File: config.mk
export PLATFORM = sky130hd
export DESIGN_NAME = nx_indirect_access_mt_cntrl_flat
export DESIGN_NICKNAME = d
export VERILOG_FILES = /design/src/rtl/nx_indirect_access_mt_cntrl_if.sv /design/src/rtl/nx_indirect_access_mt_cntrl.sv /design/src/flat_wrapper.sv
export SDC_FILE = /design/constraint.sdc
export NUM_CORES = 1
export LEC_CHECK = 0
export ABC_AREA = 1
export CAP_MARGIN = 5
export CORE_MARGIN = 10
export CORE_UTILIZATION = 40
export DETAILED_ROUTE_END_ITERATION = 12
export PLACE_DENSITY = 0.77
export SETUP_SLACK_MARGIN = 0.15
export SLEW_MARGIN = 5
export SYNTH_ARGS = -nofsm -noshare
export SYNTH_HDL_FRONTEND = slang
export SYNTH_SLANG_ARGS = --single-unit
File: constraint.sdc
create_clock -name clk -period 2.25 [get_ports clk]
set_input_delay 0.45 -clock clk [delete_from_list [all_inputs] [get_ports clk]]
set_output_delay 0.45 -clock clk [all_outputs]
set_load 0.005 [all_outputs]
File: src/rtl/nx_indirect_access_mt_cntrl_if.sv
// CSR command/status port and shared SRAM software port of the indirect-access controller.
// The slave modport is the controller's view; the master modport is the CSR host / memory side.
interface nx_indirect_access_mt_cntrl_if #(
    parameter int N_REG_ADDR_BITS = 11,
    parameter int N_TABLES        = 4,
    parameter int N_ENTRIES       = 1024,
    parameter int N_DATA_BITS     = 64
);
    localparam int TW = (N_TABLES > 1) ? $clog2(N_TABLES) : 1;
    localparam int AW = $clog2(N_ENTRIES);

    logic                       wr_stb;
    logic [N_REG_ADDR_BITS-1:0] reg_addr;
    logic [3:0]                 cmnd_op;
    logic [AW-1:0]              cmnd_addr;
    logic [TW-1:0]              cmnd_table_id;
    logic [N_TABLES*AW-1:0]     addr_limit;
    logic [N_DATA_BITS-1:0]     wr_dat;
    logic [N_DATA_BITS-1:0]     rd_dat;
    logic [2:0]                 stat_code;
    logic [TW-1:0]              stat_table_id;
    logic [AW-1:0]              stat_addr;
    logic                       enable;
    logic                       sw_cs;
    logic                       sw_we;
    logic [TW-1:0]              sw_tid;
    logic [AW-1:0]              sw_add;
    logic [N_DATA_BITS-1:0]     sw_wdat;
    logic [N_DATA_BITS-1:0]     sw_rdat;
    logic                       grant;
    logic                       yield;

    modport slave (
        input  wr_stb, reg_addr, cmnd_op, cmnd_addr, cmnd_table_id, addr_limit, wr_dat,
               sw_rdat, grant,
        output rd_dat, stat_code, stat_table_id, stat_addr, enable,
               sw_cs, sw_we, sw_tid, sw_add, sw_wdat, yield
    );

    modport master (
        output wr_stb, reg_addr, cmnd_op, cmnd_addr, cmnd_table_id, addr_limit, wr_dat,
               sw_rdat, grant,
        input  rd_dat, stat_code, stat_table_id, stat_addr, enable,
               sw_cs, sw_we, sw_tid, sw_add, sw_wdat, yield
    );
endinterface

File: src/rtl/nx_indirect_access_mt_cntrl.sv
// Indirect-access controller: sequences CSR-issued reads, writes, range fills and table resets
// onto one shared SRAM software port, with grant arbitration and a stall watchdog.
module nx_indirect_access_mt_cntrl #(
    parameter int                         N_REG_ADDR_BITS = 11,
    parameter logic [N_REG_ADDR_BITS-1:0] CMND_ADDRESS    = 11'h40C,
    parameter int                         N_TABLES        = 4,
    parameter int                         N_ENTRIES       = 1024,
    parameter int                         N_DATA_BITS     = 64,
    parameter int                         N_TIMER_BITS    = 4,
    parameter int                         N_INIT_INC_BITS = 8,
    parameter logic [N_DATA_BITS-1:0]     RESET_DATA      = {N_DATA_BITS{1'b0}}
) (
    input logic                          clk,
    input logic                          rst_n,
    nx_indirect_access_mt_cntrl_if.slave io
);
    localparam int TW = (N_TABLES > 1) ? $clog2(N_TABLES) : 1;
    localparam int AW = $clog2(N_ENTRIES);

    localparam logic [3:0] OP_NOP       = 4'd0;
    localparam logic [3:0] OP_READ      = 4'd1;
    localparam logic [3:0] OP_WRITE     = 4'd2;
    localparam logic [3:0] OP_ENABLE    = 4'd3;
    localparam logic [3:0] OP_DISABLE   = 4'd4;
    localparam logic [3:0] OP_RESET     = 4'd5;
    localparam logic [3:0] OP_INIT      = 4'd6;
    localparam logic [3:0] OP_INIT_INC  = 4'd7;
    localparam logic [3:0] OP_SET_START = 4'd8;
    localparam logic [3:0] OP_SIM_TMO   = 4'd14;
    localparam logic [3:0] OP_ACK_ERROR = 4'd15;

    localparam logic [2:0] ST_RDY = 3'd0;
    localparam logic [2:0] ST_BSY = 3'd1;
    localparam logic [2:0] ST_TMO = 3'd2;
    localparam logic [2:0] ST_OVR = 3'd3;
    localparam logic [2:0] ST_NXM = 3'd4;
    localparam logic [2:0] ST_UOP = 3'd5;
    localparam logic [2:0] ST_PDN = 3'd7;

    localparam logic [1:0] MODE_RESET = 2'd0;
    localparam logic [1:0] MODE_INIT  = 2'd1;
    localparam logic [1:0] MODE_INC   = 2'd2;

    typedef enum logic [2:0] {
        POWERDOWN = 3'd0,
        READY     = 3'd1,
        DO_READ   = 3'd2,
        READ_DONE = 3'd3,
        DO_WRITE  = 3'd4,
        DO_FILL   = 3'd5,
        ERROR     = 3'd6
    } state_t;

    state_t                   r_state;
    state_t                   w_nxt_state;
    logic [2:0]               r_err_code;
    logic [2:0]               w_nxt_err;
    logic [2:0]               r_stat;
    logic                     r_sw_cs;
    logic                     r_sw_we;
    logic                     r_enable;
    logic [N_DATA_BITS-1:0]   r_rd_dat;
    logic [AW-1:0]            r_cmd_addr;
    logic [AW-1:0]            r_start;
    logic [AW-1:0]            r_fill_addr;
    logic [AW-1:0]            r_fill_end;
    logic [TW-1:0]            r_tid;
    logic [N_DATA_BITS-1:0]   r_dat;
    logic [1:0]               r_mode;
    logic [N_INIT_INC_BITS-1:0] r_inc;
    logic [N_TIMER_BITS-1:0]  r_timer;
    logic                     r_sim_tmo;

    logic                     w_issue;
    logic                     w_grant;
    logic                     w_tid_ok;
    logic                     w_addr_ok;
    logic                     w_range_ok;
    logic                     w_last;
    logic                     w_tmo_hit;
    logic                     w_nxt_req;
    logic [N_TIMER_BITS-1:0]  w_timer_inc;
    logic [AW-1:0]            w_cmd_limit;
    logic [N_DATA_BITS-1:0]   w_inc_dat;
    logic [N_DATA_BITS-1:0]   w_wdat;

    // Status code reported for a given controller state.
    function automatic logic [2:0] stat_of(input state_t s, input logic [2:0] err);
        case (s)
            POWERDOWN: stat_of = ST_PDN;
            READY:     stat_of = ST_RDY;
            ERROR:     stat_of = err;
            default:   stat_of = ST_BSY;
        endcase
    endfunction

    assign w_issue     = io.wr_stb && (io.reg_addr == CMND_ADDRESS);
    assign w_grant     = io.grant && !r_sim_tmo;
    assign w_tid_ok    = ({1'b0, io.cmnd_table_id} < (TW+1)'(N_TABLES));
    assign w_cmd_limit = io.addr_limit[io.cmnd_table_id*AW +: AW];
    assign w_addr_ok   = w_tid_ok && (io.cmnd_addr <= w_cmd_limit);
    assign w_range_ok  = w_addr_ok && (r_start <= io.cmnd_addr);
    assign w_last      = (r_fill_addr == r_fill_end);
    assign w_timer_inc = r_timer + N_TIMER_BITS'(1);
    // The watchdog fires on the stalled cycle that would take the timer to all-ones.
    assign w_tmo_hit   = r_sw_cs && !w_grant && (w_timer_inc == {N_TIMER_BITS{1'b1}});
    assign w_nxt_req   = (w_nxt_state == DO_READ) || (w_nxt_state == DO_WRITE) ||
                         (w_nxt_state == DO_FILL);

    // Next-state and error-code decode.
    always_comb begin
        w_nxt_state = r_state;
        w_nxt_err   = r_err_code;
        case (r_state)
            POWERDOWN: begin
                if (w_issue && (io.cmnd_op == OP_ENABLE)) w_nxt_state = READY;
                else                                     w_nxt_state = POWERDOWN;
            end
            READY: begin
                if (w_issue) begin
                    case (io.cmnd_op)
                        OP_NOP, OP_ENABLE, OP_SET_START, OP_SIM_TMO, OP_ACK_ERROR: begin
                            w_nxt_state = READY;
                        end
                        OP_READ: begin
                            if (w_addr_ok) w_nxt_state = DO_READ;
                            else begin w_nxt_state = ERROR; w_nxt_err = ST_NXM; end
                        end
                        OP_WRITE: begin
                            if (w_addr_ok) w_nxt_state = DO_WRITE;
                            else begin w_nxt_state = ERROR; w_nxt_err = ST_NXM; end
                        end
                        OP_RESET: begin
                            if (w_tid_ok) w_nxt_state = DO_FILL;
                            else begin w_nxt_state = ERROR; w_nxt_err = ST_NXM; end
                        end
                        OP_INIT, OP_INIT_INC: begin
                            if (w_range_ok) w_nxt_state = DO_FILL;
                            else begin w_nxt_state = ERROR; w_nxt_err = ST_NXM; end
                        end
                        OP_DISABLE: w_nxt_state = POWERDOWN;
                        default: begin w_nxt_state = ERROR; w_nxt_err = ST_UOP; end
                    endcase
                end else begin
                    w_nxt_state = READY;
                end
            end
            DO_READ, READ_DONE, DO_WRITE, DO_FILL: begin
                if (w_issue && (io.cmnd_op != OP_SIM_TMO)) begin
                    w_nxt_state = ERROR;
                    w_nxt_err   = ST_OVR;
                end else if (w_tmo_hit) begin
                    w_nxt_state = ERROR;
                    w_nxt_err   = ST_TMO;
                end else if (r_state == READ_DONE) begin
                    w_nxt_state = READY;
                end else if (w_grant) begin
                    if (r_state == DO_READ)                          w_nxt_state = READ_DONE;
                    else if ((r_state == DO_WRITE) || w_last)        w_nxt_state = READY;
                    else                                             w_nxt_state = r_state;
                end else begin
                    w_nxt_state = r_state;
                end
            end
            ERROR: begin
                if (w_issue && (io.cmnd_op == OP_ACK_ERROR)) w_nxt_state = READY;
                else                                        w_nxt_state = ERROR;
            end
            default: w_nxt_state = READY;
        endcase
    end

    // Write data: fixed pattern for RESET, incrementing low field for INIT_INC.
    always_comb begin
        w_inc_dat = r_dat;
        w_inc_dat[N_INIT_INC_BITS-1:0] = r_dat[N_INIT_INC_BITS-1:0] + r_inc;
        w_wdat = r_dat;
        if (r_state == DO_FILL) begin
            case (r_mode)
                MODE_RESET: w_wdat = RESET_DATA;
                MODE_INC:   w_wdat = w_inc_dat;
                default:    w_wdat = r_dat;
            endcase
        end else begin
            w_wdat = r_dat;
        end
    end

    // FSM state and latched error code.
    always_ff @(posedge clk or negedge rst_n) begin
        if (!rst_n) begin
            r_state    <= READY;
            r_err_code <= ST_RDY;
        end else begin
            r_state    <= w_nxt_state;
            r_err_code <= w_nxt_err;
        end
    end

    // Registered status and port qualifiers, aligned with the state they describe.
    always_ff @(posedge clk or negedge rst_n) begin
        if (!rst_n) begin
            r_stat   <= ST_RDY;
            r_sw_cs  <= 1'b0;
            r_sw_we  <= 1'b0;
            r_enable <= 1'b1;
        end else begin
            r_stat   <= stat_of(w_nxt_state, w_nxt_err);
            r_sw_cs  <= w_nxt_req;
            r_sw_we  <= (w_nxt_state == DO_WRITE) || (w_nxt_state == DO_FILL);
            r_enable <= (w_nxt_state != POWERDOWN);
        end
    end

    // Command latches, fill sequencing, watchdog and read data.
    always_ff @(posedge clk or negedge rst_n) begin
        if (!rst_n) begin
            r_cmd_addr  <= {AW{1'b0}};
            r_start     <= {AW{1'b0}};
            r_fill_addr <= {AW{1'b0}};
            r_fill_end  <= {AW{1'b0}};
            r_tid       <= {TW{1'b0}};
            r_dat       <= {N_DATA_BITS{1'b0}};
            r_mode      <= MODE_RESET;
            r_inc       <= {N_INIT_INC_BITS{1'b0}};
            r_timer     <= {N_TIMER_BITS{1'b0}};
            r_sim_tmo   <= 1'b0;
            r_rd_dat    <= {N_DATA_BITS{1'b0}};
        end else begin
            if ((r_state == READY) && w_issue) begin
                r_cmd_addr <= io.cmnd_addr;
                r_tid      <= io.cmnd_table_id;
                r_dat      <= io.wr_dat;
                r_inc      <= {N_INIT_INC_BITS{1'b0}};
                if (io.cmnd_op == OP_RESET) begin
                    r_fill_addr <= {AW{1'b0}};
                    r_fill_end  <= w_cmd_limit;
                    r_mode      <= MODE_RESET;
                end else begin
                    r_fill_addr <= r_start;
                    r_fill_end  <= io.cmnd_addr;
                    r_mode      <= (io.cmnd_op == OP_INIT_INC) ? MODE_INC : MODE_INIT;
                end
                if (io.cmnd_op == OP_SET_START) r_start <= io.cmnd_addr;
            end else if ((r_state == DO_FILL) && w_grant) begin
                r_inc <= r_inc + N_INIT_INC_BITS'(1);
                if (!w_last) r_fill_addr <= r_fill_addr + AW'(1);
            end

            if (r_sw_cs && !w_grant && (w_nxt_state == r_state)) r_timer <= w_timer_inc;
            else                                                  r_timer <= {N_TIMER_BITS{1'b0}};

            // Simulated timeout keeps grant masked until the watchdog has fired once.
            if (w_tmo_hit) begin
                r_sim_tmo <= 1'b0;
            end else if (w_issue && (io.cmnd_op == OP_SIM_TMO) &&
                         (r_state != POWERDOWN) && (r_state != ERROR)) begin
                r_sim_tmo <= 1'b1;
            end

            if ((r_state == READ_DONE) && (w_nxt_state == READY)) r_rd_dat <= io.sw_rdat;
            else if ((r_state == POWERDOWN) && w_issue)           r_rd_dat <= io.wr_dat;
        end
    end

    assign io.rd_dat        = r_rd_dat;
    assign io.stat_code     = r_stat;
    assign io.stat_table_id = r_tid;
    assign io.stat_addr     = io.addr_limit[r_tid*AW +: AW];
    assign io.enable        = r_enable;
    assign io.sw_cs         = r_sw_cs;
    assign io.sw_we         = r_sw_we;
    assign io.sw_tid        = r_tid;
    assign io.sw_add        = (r_state == DO_FILL) ? r_fill_addr : r_cmd_addr;
    assign io.sw_wdat       = w_wdat;
    assign io.yield         = r_timer[N_TIMER_BITS-1];
endmodule

File: src/flat_wrapper.sv
// flat-port wrapper written by rule: the top's interface ports become plain ports
module nx_indirect_access_mt_cntrl_flat 
#(
    parameter int                         N_REG_ADDR_BITS = 11,
    parameter logic [N_REG_ADDR_BITS-1:0] CMND_ADDRESS    = 11'h40C,
    parameter int                         N_TABLES        = 4,
    parameter int                         N_ENTRIES       = 1024,
    parameter int                         N_DATA_BITS     = 64,
    parameter int                         N_TIMER_BITS    = 4,
    parameter int                         N_INIT_INC_BITS = 8,
    parameter logic [N_DATA_BITS-1:0]     RESET_DATA      = {N_DATA_BITS{1'b0}}
)
  (clk, rst_n, io_wr_stb, io_reg_addr, io_cmnd_op, io_cmnd_addr, io_cmnd_table_id, io_addr_limit, io_wr_dat, io_sw_rdat, io_grant, io_rd_dat, io_stat_code, io_stat_table_id, io_stat_addr, io_enable, io_sw_cs, io_sw_we, io_sw_tid, io_sw_add, io_sw_wdat, io_yield);
  nx_indirect_access_mt_cntrl_if #(.N_REG_ADDR_BITS(N_REG_ADDR_BITS), .N_TABLES(N_TABLES), .N_ENTRIES(N_ENTRIES), .N_DATA_BITS(N_DATA_BITS)) io_i ();
  input logic clk;
  input logic rst_n;
  input wire logic [$bits(io_i.wr_stb)-1:0] io_wr_stb;
  input wire logic [$bits(io_i.reg_addr)-1:0] io_reg_addr;
  input wire logic [$bits(io_i.cmnd_op)-1:0] io_cmnd_op;
  input wire logic [$bits(io_i.cmnd_addr)-1:0] io_cmnd_addr;
  input wire logic [$bits(io_i.cmnd_table_id)-1:0] io_cmnd_table_id;
  input wire logic [$bits(io_i.addr_limit)-1:0] io_addr_limit;
  input wire logic [$bits(io_i.wr_dat)-1:0] io_wr_dat;
  input wire logic [$bits(io_i.sw_rdat)-1:0] io_sw_rdat;
  input wire logic [$bits(io_i.grant)-1:0] io_grant;
  output wire logic [$bits(io_i.rd_dat)-1:0] io_rd_dat;
  output wire logic [$bits(io_i.stat_code)-1:0] io_stat_code;
  output wire logic [$bits(io_i.stat_table_id)-1:0] io_stat_table_id;
  output wire logic [$bits(io_i.stat_addr)-1:0] io_stat_addr;
  output wire logic [$bits(io_i.enable)-1:0] io_enable;
  output wire logic [$bits(io_i.sw_cs)-1:0] io_sw_cs;
  output wire logic [$bits(io_i.sw_we)-1:0] io_sw_we;
  output wire logic [$bits(io_i.sw_tid)-1:0] io_sw_tid;
  output wire logic [$bits(io_i.sw_add)-1:0] io_sw_add;
  output wire logic [$bits(io_i.sw_wdat)-1:0] io_sw_wdat;
  output wire logic [$bits(io_i.yield)-1:0] io_yield;
  assign io_i.wr_stb = io_wr_stb;
  assign io_i.reg_addr = io_reg_addr;
  assign io_i.cmnd_op = io_cmnd_op;
  assign io_i.cmnd_addr = io_cmnd_addr;
  assign io_i.cmnd_table_id = io_cmnd_table_id;
  assign io_i.addr_limit = io_addr_limit;
  assign io_i.wr_dat = io_wr_dat;
  assign io_i.sw_rdat = io_sw_rdat;
  assign io_i.grant = io_grant;
  assign io_rd_dat = io_i.rd_dat;
  assign io_stat_code = io_i.stat_code;
  assign io_stat_table_id = io_i.stat_table_id;
  assign io_stat_addr = io_i.stat_addr;
  assign io_enable = io_i.enable;
  assign io_sw_cs = io_i.sw_cs;
  assign io_sw_we = io_i.sw_we;
  assign io_sw_tid = io_i.sw_tid;
  assign io_sw_add = io_i.sw_add;
  assign io_sw_wdat = io_i.sw_wdat;
  assign io_yield = io_i.yield;
  nx_indirect_access_mt_cntrl #(.N_REG_ADDR_BITS(N_REG_ADDR_BITS), .CMND_ADDRESS(CMND_ADDRESS), .N_TABLES(N_TABLES), .N_ENTRIES(N_ENTRIES), .N_DATA_BITS(N_DATA_BITS), .N_TIMER_BITS(N_TIMER_BITS), .N_INIT_INC_BITS(N_INIT_INC_BITS), .RESET_DATA(RESET_DATA)) u_core (.clk(clk), .rst_n(rst_n), .io(io_i));
endmodule
==> impl_metrics.ini, run 1 <==
[outcome]
status = complete, but fails checks
violations = setup timing

[global_routing]
grt_pass1_wl_um = 82430
gr-usage-all-layers = 0.2861
grt_overflow_total = 0
grt_max_degree = 68
antenna_found_initial = 2
grt_pass1_vias = 14800

[placement]
gp_congestion = 0.9061
port_buffers = 357
dp_hpwl_um = 34760
post-place-ws_ps = -1419
placed_area_um2 = 17210

[logic_synthesis]
synth_top_area_frac = 0.4152
netlist_instances = 1668
synth_adder_area_share = 0.03578
syn_area_per_cell_um2 = 7.045
synth_area_um2 = 11750
synth_top_family_by_area = simple AND/OR/NAND/NOR gates
ys_ff_latch = 197
synthMuxAreaShare = 0
synth_fp_nets = 1900
synth_compound_area_frac = 0.1166
yosysSeqAreaShare = 0.4197
yosys.area.top_type = dfrtp_1
synthTopCellsByArea = dfrtp_1 (42%), nand2_1 (17%), o21ai_0 (6.3%)
ys_warn_count = 0
ys_types = 45
synth_simple_gate_area_frac = 0.3125
synth-xor-area-share = 0.006708

[die]
core.rowCount = 62
dieArea_um2 = 36630
ioPinCount = 358
die_w_um = 191.4
core-area_um2 = 28860
start_util = 0.4072
die_h_um = 191.4

[critical_path]
startpoint_type = input pin
reg2reg_slack_ps = -470
cp-end-kind = register
worstRegToRegCells = 18
rr_startpoint = u_core.r_start[9]
r2r-end = u_core.io.rd_dat[45]
cp.required_ps = 2580
crit_path_max_fanout = 10
crit_arrival_ps = 3330
crit_type = input pin to register

[sta]
timing.slew.headroom = 0.6083
rsz0062_at_grt = true
fin_worst_skew_ps = 18.18
hold_viol = 0
clock.fmax_mhz = 333.7
worst_pin_slew_ps = 587.5
hold_slack_ps = 375.1
period_needed_ps = 2997
fin_tns_setup_ps = -76570
final.period_utilization = 1.332
setup_viol = 153
slew_viol_final = 0
setup_ws_ps = -747.0

[power_and_ir_drop]
p_leak_nw = 10.64
power.density_nw_per_um2 = 365.9
ir_drop_mv = 0.4473

[final_layout]
final_common_cell = nand2_1
final_cell_mix = nand2_1 (449), clkdlybuf4s50_1 (231), dfrtp_1 (193)
finish.instance_area_um2 = 21390
drive_gt1_frac = 0.3381
synthToLayoutAreaGrowth_pct = 81.98
fin_nets = 2532
postLayoutCoreUtil = 0.7411
fill_cells = 2013

[detailed_routing]
drt-initial-drc-count = 1236
vias = 14950
drc_errors = 0
routedWlPerCell_um = 21.91
drtPass1Iterations = 5
via_per_inst = 5.536
antenna_left = 0
drt-total-wl_um = 59190

[clock_network]
cts_made_buffers = 17
clk_pin_slew_worst_paths_ps = 80
clock_latency_ps = 460
cts_tree = done
root_buffer = clkbuf_16
htreeDepth = 4
cts_sinks = 197
cts_buffer_depth = 2

[min_path]
min_path_type = input pin to register
worstHoldEndpoint = u_core.io.stat_table_id[0]
hp-start = io_cmnd_table_id[0]
hold_depth = 4

[job]
drv_cap = 0
## where the power goes
group	internal, mW	switching (mW)	leakage, nW	total, mW
sequential	3.55	0.00959	2.34	3.56
clock	1.70	1.56	0.299	3.27
combinational	0.541	0.459	8.00	1.00
total	5.79	2.03	10.6	7.82
## cell type report
| cell class | count | area, µm² | share of cell area |
|---|---|---|---|
| Timing Repair Buffer | 704 | 7548 | 0.3530 |
| Multi-Input combinational cell | 1158 | 6899 | 0.3226 |
| Sequential cell | 197 | 4935 | 0.2308 |
| Inverter | 217 | 859.6 | 0.04019 |
| Tap cell | 384 | 480.5 | 0.02247 |
| Clock buffer | 18 | 439.2 | 0.02054 |
| Clock inverter | 14 | 162.7 | 0.007606 |
| Timing Repair inverter | 5 | 51.30 | 0.002399 |
| Antenna cell | 4 | 10.01 | 0.0004681 |
## kinds of logic after synthesis
group                    after synthesis
AND/OR/NAND/NOR                      872
buffers and inverters                313
AO/OA/AOI/OAI                        244
flip-flops                           197
adder cells (fa/ha/maj)               33
XOR/XNOR                               9
## routing by layer
layer | routed length [µm] | GRT usage
met1 | 21080 | 0.3137
met2 | 28650 | 0.4855
met5 | 0 | 0
met3 | 5811 | 0.08965
met4 | 3648 | 0.1553
## synthesized netlist by cell type (all sizes together)
library cell,number
o21ai,149
nor3,13
dfstp,2
o31ai,1
a32o,12
a21o,3
nand2,542
a22oi,4
o21bai,3
nor3b,2
nand4,73
a31oi,4
a22o,3
or3,1
ha,32
xor2,8
a2bb2oi,1
o311ai,1
xnor2,1
clkinv,4
nor2,141
or2,2
nand3,93
inv,213
a21oi,46
o22ai,12
o21a,3
o2111ai,1
fa,1
nor4,2
clkbuf,58
nand3b,3
buf,38
a31o,1
dfrtp,195
## through the flow
stage / std cells / power [mW]
6_report: 2701 / 7.825
5_1_grt: 2698 / 8.066
4_1_cts: 2628 / 7.772
3_5_place_dp: 2495 / 4.484
3_3_place_gp: 2495 / 4.476
2_1_floorplan: 1668 / 3.835
## timing repair
item / in CTS / in global routing
hold buffers: 1 / 0
setup buffers: 66 / 57
endpoints found under the hold margin: 2 / 0
pin swaps: 113 / 100
endpoints found under the setup margin: 178 / 254
resized for setup: 510 / 370
cloned: 34 / 12
## worst max path at each step
stage | start | to | slack, ps
floorplan | io_cmnd_table_id[0] | u_core.io.rd_dat[18] | -530
CTS | u_core.r_state[0] | io_sw_wdat[58] | -620
finish | io_cmnd_table_id[0] | u_core.io.rd_dat[45] | -750
global route | io_addr_limit[0] | u_core.io.rd_dat[45] | -920
detailed placement | io_cmnd_table_id[0] | u_core.io.rd_dat[9] | -1420
global placement | io_cmnd_table_id[0] | u_core.io.rd_dat[9] | -1370
## critical path: stages
cell	delay, ps
buf_12	120
buf_12	150
clkinv_8	80
nand2_1	60
a32o_2	290
ha_4	270
nand2_1	60
nor2_2	130
nand4_1	230
nand2_4	170
nand2_2	70
nand2_2	60
nand2_1	50
a21oi_1	130
nand2_1	90
nand2_2	110
buf_6	140
buf_12	140
buf_12	140
buf_8	130
nand4_1	100
nand2_1	90
nand2_1	60
## flip-flops by register name (all words and copies together) (netlist names)
register / cells
u_core.io.sw_cs: 1
u_core.io.stat_table_id: 2
u_core.io.rd_dat: 64
u_core.io.stat_code: 3
u_core.r_dat: 64
u_core.r_fill_addr: 10
u_core.io.enable: 1
u_core.r_fill_end: 10
u_core.r_state: 3
u_core.r_sim_tmo: 1
u_core.r_mode: 2
u_core.r_timer: 4
u_core.r_inc: 8
u_core.r_err_code: 3
u_core.r_start: 10
u_core.io.sw_we: 1
u_core.r_cmd_addr: 10
(Power assumes the default switching activity.)
==> inputs of run 2 (changes only) <==
--- a/config.mk
+++ b/config.mk
@@ -7,11 +7,11 @@
 export LEC_CHECK = 0
 export ABC_AREA = 1
 export CAP_MARGIN = 5
-export CORE_MARGIN = 10
 export CORE_UTILIZATION = 40
 export DETAILED_ROUTE_END_ITERATION = 12
-export PLACE_DENSITY = 0.77
+export PLACE_DENSITY = 0.7
 export SETUP_SLACK_MARGIN = 0.15
+export SKIP_CTS_REPAIR_TIMING = 1
 export SLEW_MARGIN = 5
 export SYNTH_ARGS = -nofsm -noshare
 export SYNTH_HDL_FRONTEND = slang
==> run 2 against run 1 <==
Effect of this change: non-clock buffer count fell by 88; clock power is 6% lower; utilization down 4.4 points; first-iteration DRC count shrank 21%; the run still ends with setup timing left; total power fell by 2.6%; register-to-register slack better by 80 ps; clock-buffer cell count fell by 1; sequential power is essentially flat; die area down 18%; sequential cell count stayed put; hold slack gained 24 ps; design area down 6.2%.
==> impl_metrics.ini, run 2 (same netlist as run 1, synthesis figures left out) <==
[outcome]
status = complete, but fails checks
violations = setup timing

[die]
start_util = 0.4083
dieArea_um2 = 30070
ioPinCount = 358
die_w_um = 173.4
core.rowCount = 62
core-area_um2 = 28780
die_h_um = 173.4

[detailed_routing]
drtPass1Iterations = 5
routedWlPerCell_um = 18.86
antenna_left = 0
drt-total-wl_um = 49250
drc_errors = 0
vias = 13980
drt-initial-drc-count = 978
via_per_inst = 5.355

[critical_path]
reg2reg_slack_ps = -390
crit_path_max_fanout = 9
cp.required_ps = 2640
cp-end-kind = register
crit_type = input pin to register
startpoint_type = input pin
crit_arrival_ps = 3310
worstRegToRegCells = 15

[clock_network]
cts_buffer_depth = 2
cts_sinks = 197
root_buffer = clkbuf_16
clk_pin_slew_worst_paths_ps = 80
cts_made_buffers = 17
htreeDepth = 4
clock_latency_ps = 460
cts_tree = done

[min_path]
min_path_type = input pin to register
hold_depth = 3

[sta]
rsz0062_at_grt = true
fin_tns_setup_ps = -75450
slew_viol_final = 0
hold_viol = 0
worst_pin_slew_ps = 524.3
clock.fmax_mhz = 342.4
timing.slew.headroom = 0.6505
final.period_utilization = 1.298
period_needed_ps = 2921
hold_slack_ps = 399.0
fin_worst_skew_ps = 18.20
setup_viol = 146
setup_ws_ps = -670.6

[global_routing]
gr-usage-all-layers = 0.2788
grt_overflow_total = 0
grt_pass1_vias = 12750
grt_pass1_wl_um = 66760
antenna_found_initial = 3
grt_max_degree = 83

[final_layout]
final_common_cell = nand2_1
drive_gt1_frac = 0.2968
fin_nets = 2443
final_cell_mix = nand2_1 (441), clkdlybuf4s50_1 (232), dfrtp_1 (194)
synthToLayoutAreaGrowth_pct = 70.65
fin_cells = 2611

[placement]
placed_cells = 2490
gp_congestion = 0.9295
dp_hpwl_um = 31640
post-place-ws_ps = -1378
port_buffers = 357

[power_and_ir_drop]
p_leak_nw = 10.32
totalPowerFinal_mw = 7.618
power.density_nw_per_um2 = 379.9
ir_drop_mv = 0.3609

[job]
drv_cap = 0
run 2: cell types whose count changed in the layout (fill, tap and decap cells not counted), sizes merged:
cell           delta
clkinvlp          +3
buf             -131
bufbuf            -1
diode             -1
dlygate4sd2      -40
bufinv            -1
clkinv            -1
clkdlybuf4s50     +1
clkdlybuf4s15     -1
inv               -1
dlymetal6s2s     +47
clkbuf           +36
run 2: area by class of cell:
type | instances | area, µm²
timing repair inverter | 4 | 46.29
tap | 384 | 480.5
timing repair buffer | 616 | 6364
sequential | 197 | 4933
antenna | 3 | 7.507
inverter | 217 | 869.6
fill | 2273 | 8727
clock buffer | 17 | 425.4
multi-input combinational | 1158 | 6784
clock inverter | 15 | 142.6
run 2: report_power, final:
| part | switching [mW] | leakage [nW] | internal, mW |
|---|---|---|---|
| Sequential | 0.00872 | 2.34 | 3.55 |
| Combinational | 0.429 | 7.70 | 0.537 |
| Clock | 1.54 | 0.275 | 1.56 |
run 2: worst max-delay path: stages:
cell,delay [ps]
buf_12,110
clkbuf_16,180
clkinv_16,60
nand2_1,40
a32o_2,290
ha_4,280
nand2_2,70
nor2_4,100
nand4_1,240
nand3_2,150
nand2_2,70
a21oi_2,140
nand2_2,100
a21oi_4,250
nand3_4,160
buf_12,210
clkbuf_16,170
nand2_1,80
nand2_1,70
nand2_1,60
run 2: worst paths after layout:
kind	end	start
hold reg to reg	u_core.r_inc[7]	u_core.r_inc[7]
hold / removal	u_core.r_cmd_addr[5]	io_cmnd_addr[5]
setup / recovery	u_core.io.rd_dat[1]	io_cmnd_table_id[0]
max in group asynchronous	u_core.r_state[0]	rst_n
min in group asynchronous	u_core.r_cmd_addr[8]	rst_n
setup reg to reg	u_core.io.rd_dat[1]	u_core.r_start[9]
run 2: metrics by stage:
step                        util  area, µm²
after detailed placement  0.5962      17160
after global placement    0.5962      17160
after CTS                 0.6159      17730
final                     0.6968      20050
after floorplan                -      12090
after global routing      0.6967      20050
run 2: layer usage:
layer  up-vias  GRT usage  share of wire  wire, µm
met5         -          0              0         0
met4         0     0.1029          0.041      2029
met3       131    0.06404          0.079      3892
met2       687     0.4687           0.49     24270
met1      6709     0.3486           0.39     19060
li1       6456          -              -         -
